### src/rtl/mem_arbiter.sv
// mem_arbiter
// Shares one single-port memory between instruction fetch (read-only) and the
// data stage (load/store). Only one access is outstanding at a time. The
// granted request is held on the memory side until mem_ack_i arrives. The data
// port normally wins a tie. A starvation counter forces a fetch grant after
// STARVE_MAX consecutive data grants made while a fetch was waiting.
//
// Ports:
//   clk_i, rst_i        clock (rising edge), asynchronous active-low reset
//   if_req_i/if_addr_i  fetch request and address
//   if_data_o/if_ack_o  fetched word and its one-cycle completion pulse
//   dm_req_i/dm_we_i    data request and store flag
//   dm_addr_i/dm_wdata_i data address and store data
//   dm_rdata_o/dm_ack_o load word and its one-cycle completion pulse
//   mem_req_o/mem_we_o/mem_addr_o/mem_wdata_o  request towards memory
//   mem_rdata_i/mem_ack_i                      memory response
//   pc_stall_o/pipe_stall_o  combinational pipeline stalls
//   busy_o              high while an access is outstanding
module mem_arbiter #(
  parameter int ADDR_W     = 32,
  parameter int DATA_W     = 32,
  parameter int STARVE_MAX = 4
) (
  input  logic              clk_i,
  input  logic              rst_i,
  input  logic              if_req_i,
  input  logic [ADDR_W-1:0] if_addr_i,
  output logic [DATA_W-1:0] if_data_o,
  output logic              if_ack_o,
  input  logic              dm_req_i,
  input  logic              dm_we_i,
  input  logic [ADDR_W-1:0] dm_addr_i,
  input  logic [DATA_W-1:0] dm_wdata_i,
  output logic [DATA_W-1:0] dm_rdata_o,
  output logic              dm_ack_o,
  output logic              mem_req_o,
  output logic              mem_we_o,
  output logic [ADDR_W-1:0] mem_addr_o,
  output logic [DATA_W-1:0] mem_wdata_o,
  input  logic [DATA_W-1:0] mem_rdata_i,
  input  logic              mem_ack_i,
  output logic              pc_stall_o,
  output logic              pipe_stall_o,
  output logic              busy_o
);

  typedef enum logic [1:0] {
    ST_IDLE    = 2'd0,
    ST_IF_BUSY = 2'd1,
    ST_DM_BUSY = 2'd2
  } state_t;

  localparam logic [3:0] STARVE_LIM = 4'(STARVE_MAX);

  state_t            r_state;
  logic [3:0]        r_starve_cnt;
  logic              r_mem_req;
  logic              r_mem_we;
  logic [ADDR_W-1:0] r_mem_addr;
  logic [DATA_W-1:0] r_mem_wdata;
  logic [DATA_W-1:0] r_if_data;
  logic [DATA_W-1:0] r_dm_rdata;
  logic              r_if_ack;
  logic              r_dm_ack;
  logic              r_busy;

  logic w_if_elig;
  logic w_dm_elig;
  logic w_grant_dm;
  logic w_grant_if;

  // A request that is still high during its own ack cycle is the one just
  // served, not a new one, so it is not eligible.
  assign w_if_elig  = if_req_i & ~r_if_ack;
  assign w_dm_elig  = dm_req_i & ~r_dm_ack;
  // Data wins a tie unless the fetch side has waited out STARVE_MAX data grants.
  assign w_grant_dm = w_dm_elig & ~(w_if_elig & (r_starve_cnt == STARVE_LIM));
  assign w_grant_if = w_if_elig & ~w_grant_dm;

  always_ff @(posedge clk_i or negedge rst_i) begin
    if (!rst_i) begin
      r_state      <= ST_IDLE;
      r_starve_cnt <= 4'd0;
      r_mem_req    <= 1'b0;
      r_mem_we     <= 1'b0;
      r_mem_addr   <= '0;
      r_mem_wdata  <= '0;
      r_if_data    <= '0;
      r_dm_rdata   <= '0;
      r_if_ack     <= 1'b0;
      r_dm_ack     <= 1'b0;
      r_busy       <= 1'b0;
    end else begin
      r_if_ack <= 1'b0;
      r_dm_ack <= 1'b0;
      case (r_state)
        ST_IDLE: begin
          // mem_ack_i is ignored here; no access is outstanding.
          if (w_grant_dm) begin
            r_state     <= ST_DM_BUSY;
            r_busy      <= 1'b1;
            r_mem_req   <= 1'b1;
            r_mem_we    <= dm_we_i;
            r_mem_addr  <= dm_addr_i;
            r_mem_wdata <= dm_wdata_i;
            // Counts data grants made while a fetch is pending; saturates.
            if (if_req_i) begin
              if (r_starve_cnt != STARVE_LIM) begin
                r_starve_cnt <= r_starve_cnt + 4'd1;
              end
            end else begin
              r_starve_cnt <= 4'd0;
            end
          end else if (w_grant_if) begin
            r_state      <= ST_IF_BUSY;
            r_busy       <= 1'b1;
            r_mem_req    <= 1'b1;
            r_mem_we     <= 1'b0;
            r_mem_addr   <= if_addr_i;
            r_mem_wdata  <= '0;
            r_starve_cnt <= 4'd0;
          end
        end
        ST_IF_BUSY: begin
          if (mem_ack_i) begin
            r_state   <= ST_IDLE;
            r_busy    <= 1'b0;
            r_mem_req <= 1'b0;
            r_mem_we  <= 1'b0;
            r_if_ack  <= 1'b1;
            r_if_data <= mem_rdata_i;
          end
        end
        ST_DM_BUSY: begin
          if (mem_ack_i) begin
            r_state    <= ST_IDLE;
            r_busy     <= 1'b0;
            r_mem_req  <= 1'b0;
            r_mem_we   <= 1'b0;
            r_dm_ack   <= 1'b1;
            // Loaded on stores too; the value is meaningless in that case.
            r_dm_rdata <= mem_rdata_i;
          end
        end
        default: begin
          r_state   <= ST_IDLE;
          r_busy    <= 1'b0;
          r_mem_req <= 1'b0;
          r_mem_we  <= 1'b0;
        end
      endcase
    end
  end

  assign if_data_o    = r_if_data;
  assign if_ack_o     = r_if_ack;
  assign dm_rdata_o   = r_dm_rdata;
  assign dm_ack_o     = r_dm_ack;
  assign mem_req_o    = r_mem_req;
  assign mem_we_o     = r_mem_we;
  assign mem_addr_o   = r_mem_addr;
  assign mem_wdata_o  = r_mem_wdata;
  assign busy_o       = r_busy;
  assign pipe_stall_o = dm_req_i & ~r_dm_ack;
  assign pc_stall_o   = (if_req_i & ~r_if_ack) | pipe_stall_o;

endmodule

### config.mk
export PLATFORM = sky130hd
export DESIGN_NAME = mem_arbiter
export DESIGN_NICKNAME = d
export VERILOG_FILES = /design/src/rtl/mem_arbiter.sv
export SDC_FILE = /design/constraint.sdc
export NUM_CORES = 1
export LEC_CHECK = 0
export CORE_MARGIN = 10
export CORE_UTILIZATION = 46
export CTS_BUF_LIST = sky130_fd_sc_hd__clkbuf_8
export CTS_CLUSTER_SIZE = 28
export DETAILED_ROUTE_END_ITERATION = 12
export PLACE_DENSITY = 0.89
export RECOVER_POWER = 50
export SKIP_LAST_GASP = 1
export SLEW_MARGIN = 10
export SYNTH_ARGS = -nofsm -noshare
export SYNTH_HDL_FRONTEND = slang
export SYNTH_SLANG_ARGS = --single-unit
### constraint.sdc
create_clock -name clk_i -period 3.9 [get_ports clk_i]
set_clock_uncertainty 0.2 [all_clocks]
set_input_delay 0.39 -clock clk_i [delete_from_list [all_inputs] [get_ports clk_i]]
set_output_delay 0.39 -clock clk_i [all_outputs]
set_load 0.01 [all_outputs]
==> results of run 1 <==
-- path summary, 6_finish.rpt --
kind	startpoint	to	slack (ps)	depth (start not counted)
min reg2reg	mem_wdata_o[27]	mem_wdata_o[27]	290	1
min in group asynchronous	rst_i	dm_rdata_o[30]	490	2
min	dm_wdata_i[11]	mem_wdata_o[11]	280	3
max	r_state[0]	dm_rdata_o[9]	990	5
max in group asynchronous	rst_i	mem_addr_o[2]	1910	3
max reg2reg	r_state[0]	dm_rdata_o[9]	990	5
-- through the flow --
| stage | hold slack, ps | util | power (uW) | setup WS, ps |
|---|---|---|---|---|
| after floorplan | -105.6 | - | 3976 | 2251 |
| after global placement | 272.1 | 0.7019 | 5815 | 1328 |
| after detailed placement | 278.1 | 0.7019 | 5972 | 1201 |
| after CTS | 250.0 | 0.7363 | 7225 | 1329 |
| after global routing | 279.5 | 0.7350 | 7568 | 847.1 |
| final | 281.3 | 0.7350 | 7160 | 993.0 |
-- power by group through the flow --
stage               combinational [uW]  sequential (uW)  clock (uW)
finish                            3410             2560        1180
global route                      3660             2640        1270
CTS                               3460             2560        1210
detailed placement                3410             2560           0
global placement                  3300             2510           0
floorplan                         1140             2840           0
-- layer usage --
layer | part of all wire | routed length (um) | up-vias
met1 | 0.36 | 7098 | 2371
met2 | 0.49 | 9732 | 251
met5 | 0 | 0 | -
li1 | - | - | 2187
met3 | 0.13 | 2486 | 38
met4 | 0.022 | 443 | 0
-- layout make-up --
type                            instances  area, um^2
Sequential cell                       138        3453
Fill cell                             792        3183
Timing Repair Buffer                  276        2744
Multi-Input combinational cell        300        1999
Clock buffer                           19       261.5
Tap cell                              147       183.9
Clock inverter                         13       141.4
Inverter                               12       45.04
-- synth_stat cells --
library cell / number
inv_2: 2
o2bb2ai_1: 32
nor2b_1: 2
mux2_2: 64
a31oi_1: 32
o22ai_1: 3
a22oi_1: 1
inv_1: 10
nand3_1: 1
o21ai_1: 1
buf_1: 3
dfrtp_1: 138
ha_1: 5
nand2b_2: 1
o21a_1: 1
o211a_1: 1
a32oi_1: 1
buf_2: 22
buf_4: 4
nand4_1: 1
o22a_1: 1
nor2_1: 33
nand3b_1: 1
nand2_1: 106
o311ai_0: 1
a21oi_4: 1
o221ai_1: 1
nand2b_4: 1
a21oi_1: 3
buf_6: 2
o21ai_0: 3
nand2b_1: 3
-- logic make-up after synthesis --
| kind of cell | share of synthesized area |
|---|---|
| simple gates | 0.1050 |
| flops | 0.6101 |
| fa+ha+maj | 0.01105 |
| mux | 0.1273 |
| compound gates | 0.1079 |
| buf+inv | 0.03868 |
-- worst reg2reg max path, cell delays in order, from the launching register on --
cell      delay, ps
dfrtp_1         380
inv_1            90
ha_1            200
nand2_1          60
clkbuf_1       1380
mux2_2          500
-- sequential cells by signal, indices dropped and copies added (netlist names) --
| name | cells |
|---|---|
| dm_ack_o | 1 |
| if_ack_o | 1 |
| r_state | 2 |
| if_data_o | 32 |
| mem_we_o | 1 |
| dm_rdata_o | 32 |
| mem_wdata_o | 32 |
| r_starve_cnt | 4 |
| mem_req_o | 1 |
| mem_addr_o | 32 |
==> results.md, run 1 <==
- P&R area growth vs syn: 55.97%
- Yosys top cell by area: dfrtp_1
- Syn nets: 620
- Cell count after placement: 872
- Remaining DRCs: 0
- Final Max Slew Viols: 68
- Clock Sinks: 138
- Post-DP Area: 0.008431 mm^2
- Synth Warn #: 0
- Most frequent cells in the layout: clkdlybuf4s50_1 (267), dfrtp_1 (138), nand2_1 (106)
- Layout cells sized above 1: 0.1359
- Synthesized area per cell: 11.77 um^2
- DP Wirelength: 14.15 mm
- Fin Setup TNS: 0 ps
- Switching pwr: 2523 uW
- CTS tree: built
- Unrepaired setup endpoints after global routing: no
- Overall Global Routing Usage: 0.2310
- Number of global-route vias before repair: 5318
- Congestion Overflow GR: 0
- Maximum vdd drop: 535.7 uV
- Core area: 0.01201 mm^2
- Worst-path fanout max: 33
- CTS Hold Buffers Added: 1
- Worst hold path class: input port to register
- Die Span Y: 130.9 um
- Avg WL per Cell: 21.83 um
- Final Net Count: 884
- WL final: 19.76 mm
- Final critical-path required period: 2907 ps
- CP delay by family, top: buffers and inverters
- Status: complete, but fails checks
- CP Launch Type: register
- LEAKAGE: 0.003707 uW
- Clk root buf: clkbuf_8
- Sequential share of the synthesized area: 0.6101
- Hold Fails Final Rpt: 0
- Worst-path clk slew: 90 ps
- Post-CTS Setup Inserts: 0
- Critical path required time: 4020 ps
- Post-route insts no fill: 905
- Skew-Pair Late Insertion Delay: 440 ps
- Largest net degree at the start of global routing: 120
- # Max-Cap Violations: 2
- Crit. End Element: register
- Clock power share: 0.165
- Most common cell after layout, fill and taps aside: clkdlybuf4s50_1
- Gpl congestion: 0.8627
- H-tree Lvls: 4
- CP peak stage delay: 1380 ps
- Die Width: 130.9 um
- Worst-margin pin slew: 1935 ps
- Post-cts sizing count: 0
- DR vias/cell: 5.356
- Slowest-stage cell, CP: clkbuf_1
- Routed Antenna Nets: 0
- Synth top area share: 0.6101
- Internal Power: 4637 uW
- Initial antenna violation count: 0
- I/O pins: 269
- Design area: 0.008828 mm^2
- Cell Chain, Critical Path: inv_1 > ha_1 > nand2_1 > clkbuf_1 > mux2_2
- Library cells used by synthesis: 32
- Yosys reg bits: 138
- Failing checks: max-capacitance violations, max-slew violations
- Fin crit share: 0.7454
- Diode count: 0
- Sw frac: 0.3523
- Via count: 4847
- CP Data Arrival Time: 3030 ps
- GRT busiest layer: met2
- Power Density: 811.0 mW/mm^2
- Input/output buffers: 268
- Row count: 40
- Die area: 0.01714 mm^2
- Mapped Cells: 481
- First-pass GRT wire length: 29.90 mm
- GRT met2 Usage: 0.3833
- Initial drt markers: 342
- DRT Pass-1 Iters: 6
- Fmax: 0.3440 GHz
- Routing usage on met1: 0.2428
- Combinational share of power: 0.477
- Flop pwr share: 0.358
- Synth area leaders: dfrtp_1 (61%), mux2_2 (13%), nand2_1 (7.0%)
- Area of the mapped netlist: 0.005660 mm^2
- Initial core utilization: 0.4713
- WS Path Type: register to register
- CP bufs+invs: 2
- Slew headroom: -0.2898
- TritonCTS Buffers: 17
- Final setup viols: 0
- Routing usage on met3: 0.1221
- Max clock buf depth: 2
No activity file was read; power rests on OpenSTA's default activity.
==> run 2: changes to the inputs <==
- CORE_UTILIZATION: 46 -> 42
- PLACE_DENSITY: 0.89 -> 0.82
- clock period: 3.9 -> 2.9 ns (I/O delays scaled with it)
==> run 2 against run 1 <==
Net effect: the run now ends clean; first-iteration DRC count is 23% lower; final cell count is 3.2% higher; clock-buffer cell count stayed put; critical path type is now register to primary output; critical endpoint is now pc_stall_o; largest cell class unchanged; largest power group unchanged.
==> results.md, run 2 (synthesized netlist as in run 1, its figures left out) <==
- Most frequent cells in the layout: clkdlybuf4s50_1 (221), dfrtp_1 (138), nand2_1 (106)
- Fmax: 0.4181 GHz
- First-pass GRT wire length: 28.56 mm
- Fin crit share: 0.8247
- Clk root buf: clkbuf_8
- R2R Path End: mem_addr_o[7]
- Die area: 0.01852 mm^2
- DP Wirelength: 13.83 mm
- Clock Sinks: 138
- Min Hold Slack: 188.9 ps
- Combinational share of power: 0.473
- Sw frac: 0.3477
- Core area: 0.01324 mm^2
- Max clock buf depth: 2
- Flop pwr share: 0.362
- Maximum vdd drop: 614.7 uV
- Fin Setup TNS: 0 ps
- Largest net degree at the start of global routing: 97
- Die Width: 136.1 um
- Row count: 42
- Crit. End Element: primary output
- Worst-path clk slew: 80 ps
- Final Core Density: 0.6699
- Power Density: 1055 mW/mm^2
- # Max-Cap Violations: 0
- CP Data Arrival Time: 1900 ps
- Final setup margin: 508.4 ps
- I/O pins: 269
- Worst Setup SP: dm_ack_o
- Critical path required time: 2410 ps
- Diode count: 0
- CP Launch Type: register
- Clock power share: 0.165
- Initial drt markers: 265
- DRT Pass-1 Iters: 5
- Worst-path fanout max: 6
- Final setup viols: 0
- Initial core utilization: 0.4274
- WL final: 18.55 mm
- Final Max Slew Viols: 0
- Worst-margin pin slew: 1450 ps
- Place WS: 614.0 ps
- DR vias/cell: 5.123
- Layout cells sized above 1: 0.1425
- Gpl congestion: 0.8462
- Slew headroom: 0.03345
- Number of global-route vias before repair: 5142
- Crit path to: pc_stall_o
- P&R area growth vs syn: 56.72%
- Input/output buffers: 268
- TritonCTS Buffers: 17
- LEAKAGE: 0.003757 uW
- Most common cell after layout, fill and taps aside: clkdlybuf4s50_1
- R2r worst-path depth: 7
- Cell count after placement: 902
- Remaining DRCs: 0
- Final Net Count: 885
- Worst hold path class: input port to register
- Initial antenna violation count: 0
- H-tree Lvls: 4
- Avg WL per Cell: 19.86 um
- Worst r2r src: r_starve_cnt[0]
- Switching pwr: 3254 uW
- Congestion Overflow GR: 0
- Post-route insts no fill: 934
- CTS tree: built
- WS Path Type: register to primary output
- Routed Antenna Nets: 0
- Skew-Pair Late Insertion Delay: 440 ps
- Final critical-path required period: 2392 ps
- Status: finished, final reports clean
- Internal Power: 6105 uW
- Via count: 4785
- Unrepaired setup endpoints after global routing: no
- Post-CTS Setup Inserts: 0
- R2R setup slack: 660 ps
- Hold Fails Final Rpt: 0
- Overall Global Routing Usage: 0.1986
- Die Span Y: 136.1 um
==> run 2: changes by cell type in the layout (fill, tap and decap cells not counted), moves of 2 or more <==
cell             delta
clkdlybuf4s50_1    -46
dlygate4sd3_1      +46
clkbuf_1            -4
clkbuf_2            +4
inv_6               -3
buf_12              +2
clkinv_2            +2
mux2_1              -2
mux2_2              +2
==> run 2: critical path: stages (launching register included) <==
cell             delay, ps
dfrtp_1                410
nand2b_4               170
inv_2                   90
nor2_1                  80
inv_1                  130
clkdlybuf4s50_1        590
==> run 2: metal layers <==
| metal | vias up | track usage | part of all wire |
|---|---|---|---|
| met5 | - | 0 | 0 |
| met4 | 0 | 0.07278 | 0.020 |
| met3 | 28 | 0.1022 | 0.12 |
| met2 | 246 | 0.3148 | 0.47 |
| met1 | 2313 | 0.2250 | 0.39 |
| li1 | 2198 | - | - |
==> run 2: layout make-up <==
| cell class | count | area (um^2) |
|---|---|---|
| Inverter | 12 | 45.04 |
| Sequential cell | 138 | 3453 |
| Tap cell | 176 | 220.2 |
| Multi-Input combinational cell | 300 | 1988 |
| Clock buffer | 19 | 261.5 |
| Timing Repair Buffer | 277 | 2778 |
| Fill cell | 988 | 4372 |
| Clock inverter | 12 | 125.1 |
==> run 2: worst min path at each step <==
| stage | start | to | slack [ps] | depth (start not counted) |
|---|---|---|---|---|
| 6_report | dm_wdata_i[22] | mem_wdata_o[22] | 190 | 3 |
| 5_1_grt | dm_wdata_i[21] | mem_wdata_o[21] | 180 | 3 |
| 4_1_cts | dm_wdata_i[12] | mem_wdata_o[12] | 150 | 3 |
| 3_5_place_dp | rst_i | if_data_o[24] | 90 | 1 |
| 3_3_place_gp | rst_i | if_data_o[24] | 80 | 1 |
| 2_1_floorplan | rst_i | dm_ack_o | -210 | 0 |
==> run 2: repair_timing <==
action / 4_1_cts / 5_1_grt
endpoints found under the setup margin: 0 / 0
hold buffers: 1 / 0
resized for setup: 0 / 0
hold endpoints to repair: 55 / 0
==> run 2: stage by stage <==
| step | cell area, um^2 | power [uW] |
|---|---|---|
| 3_3_place_gp | 8499 | 7828 |
| 2_1_floorplan | 5660 | 5347 |
| 6_report | 8871 | 9359 |
| 5_1_grt | 8871 | 9951 |
| 3_5_place_dp | 8499 | 8010 |
| 4_1_cts | 8896 | 9605 |
==> run 2: power groups by stage <==
stage	Clock, uW	Combinational [uW]	Sequential (uW)
after global routing	1660	4780	3510
final	1540	4430	3390
after detailed placement	0	4590	3420
after floorplan	0	1530	3810
after CTS	1580	4620	3410
after global placement	0	4480	3350
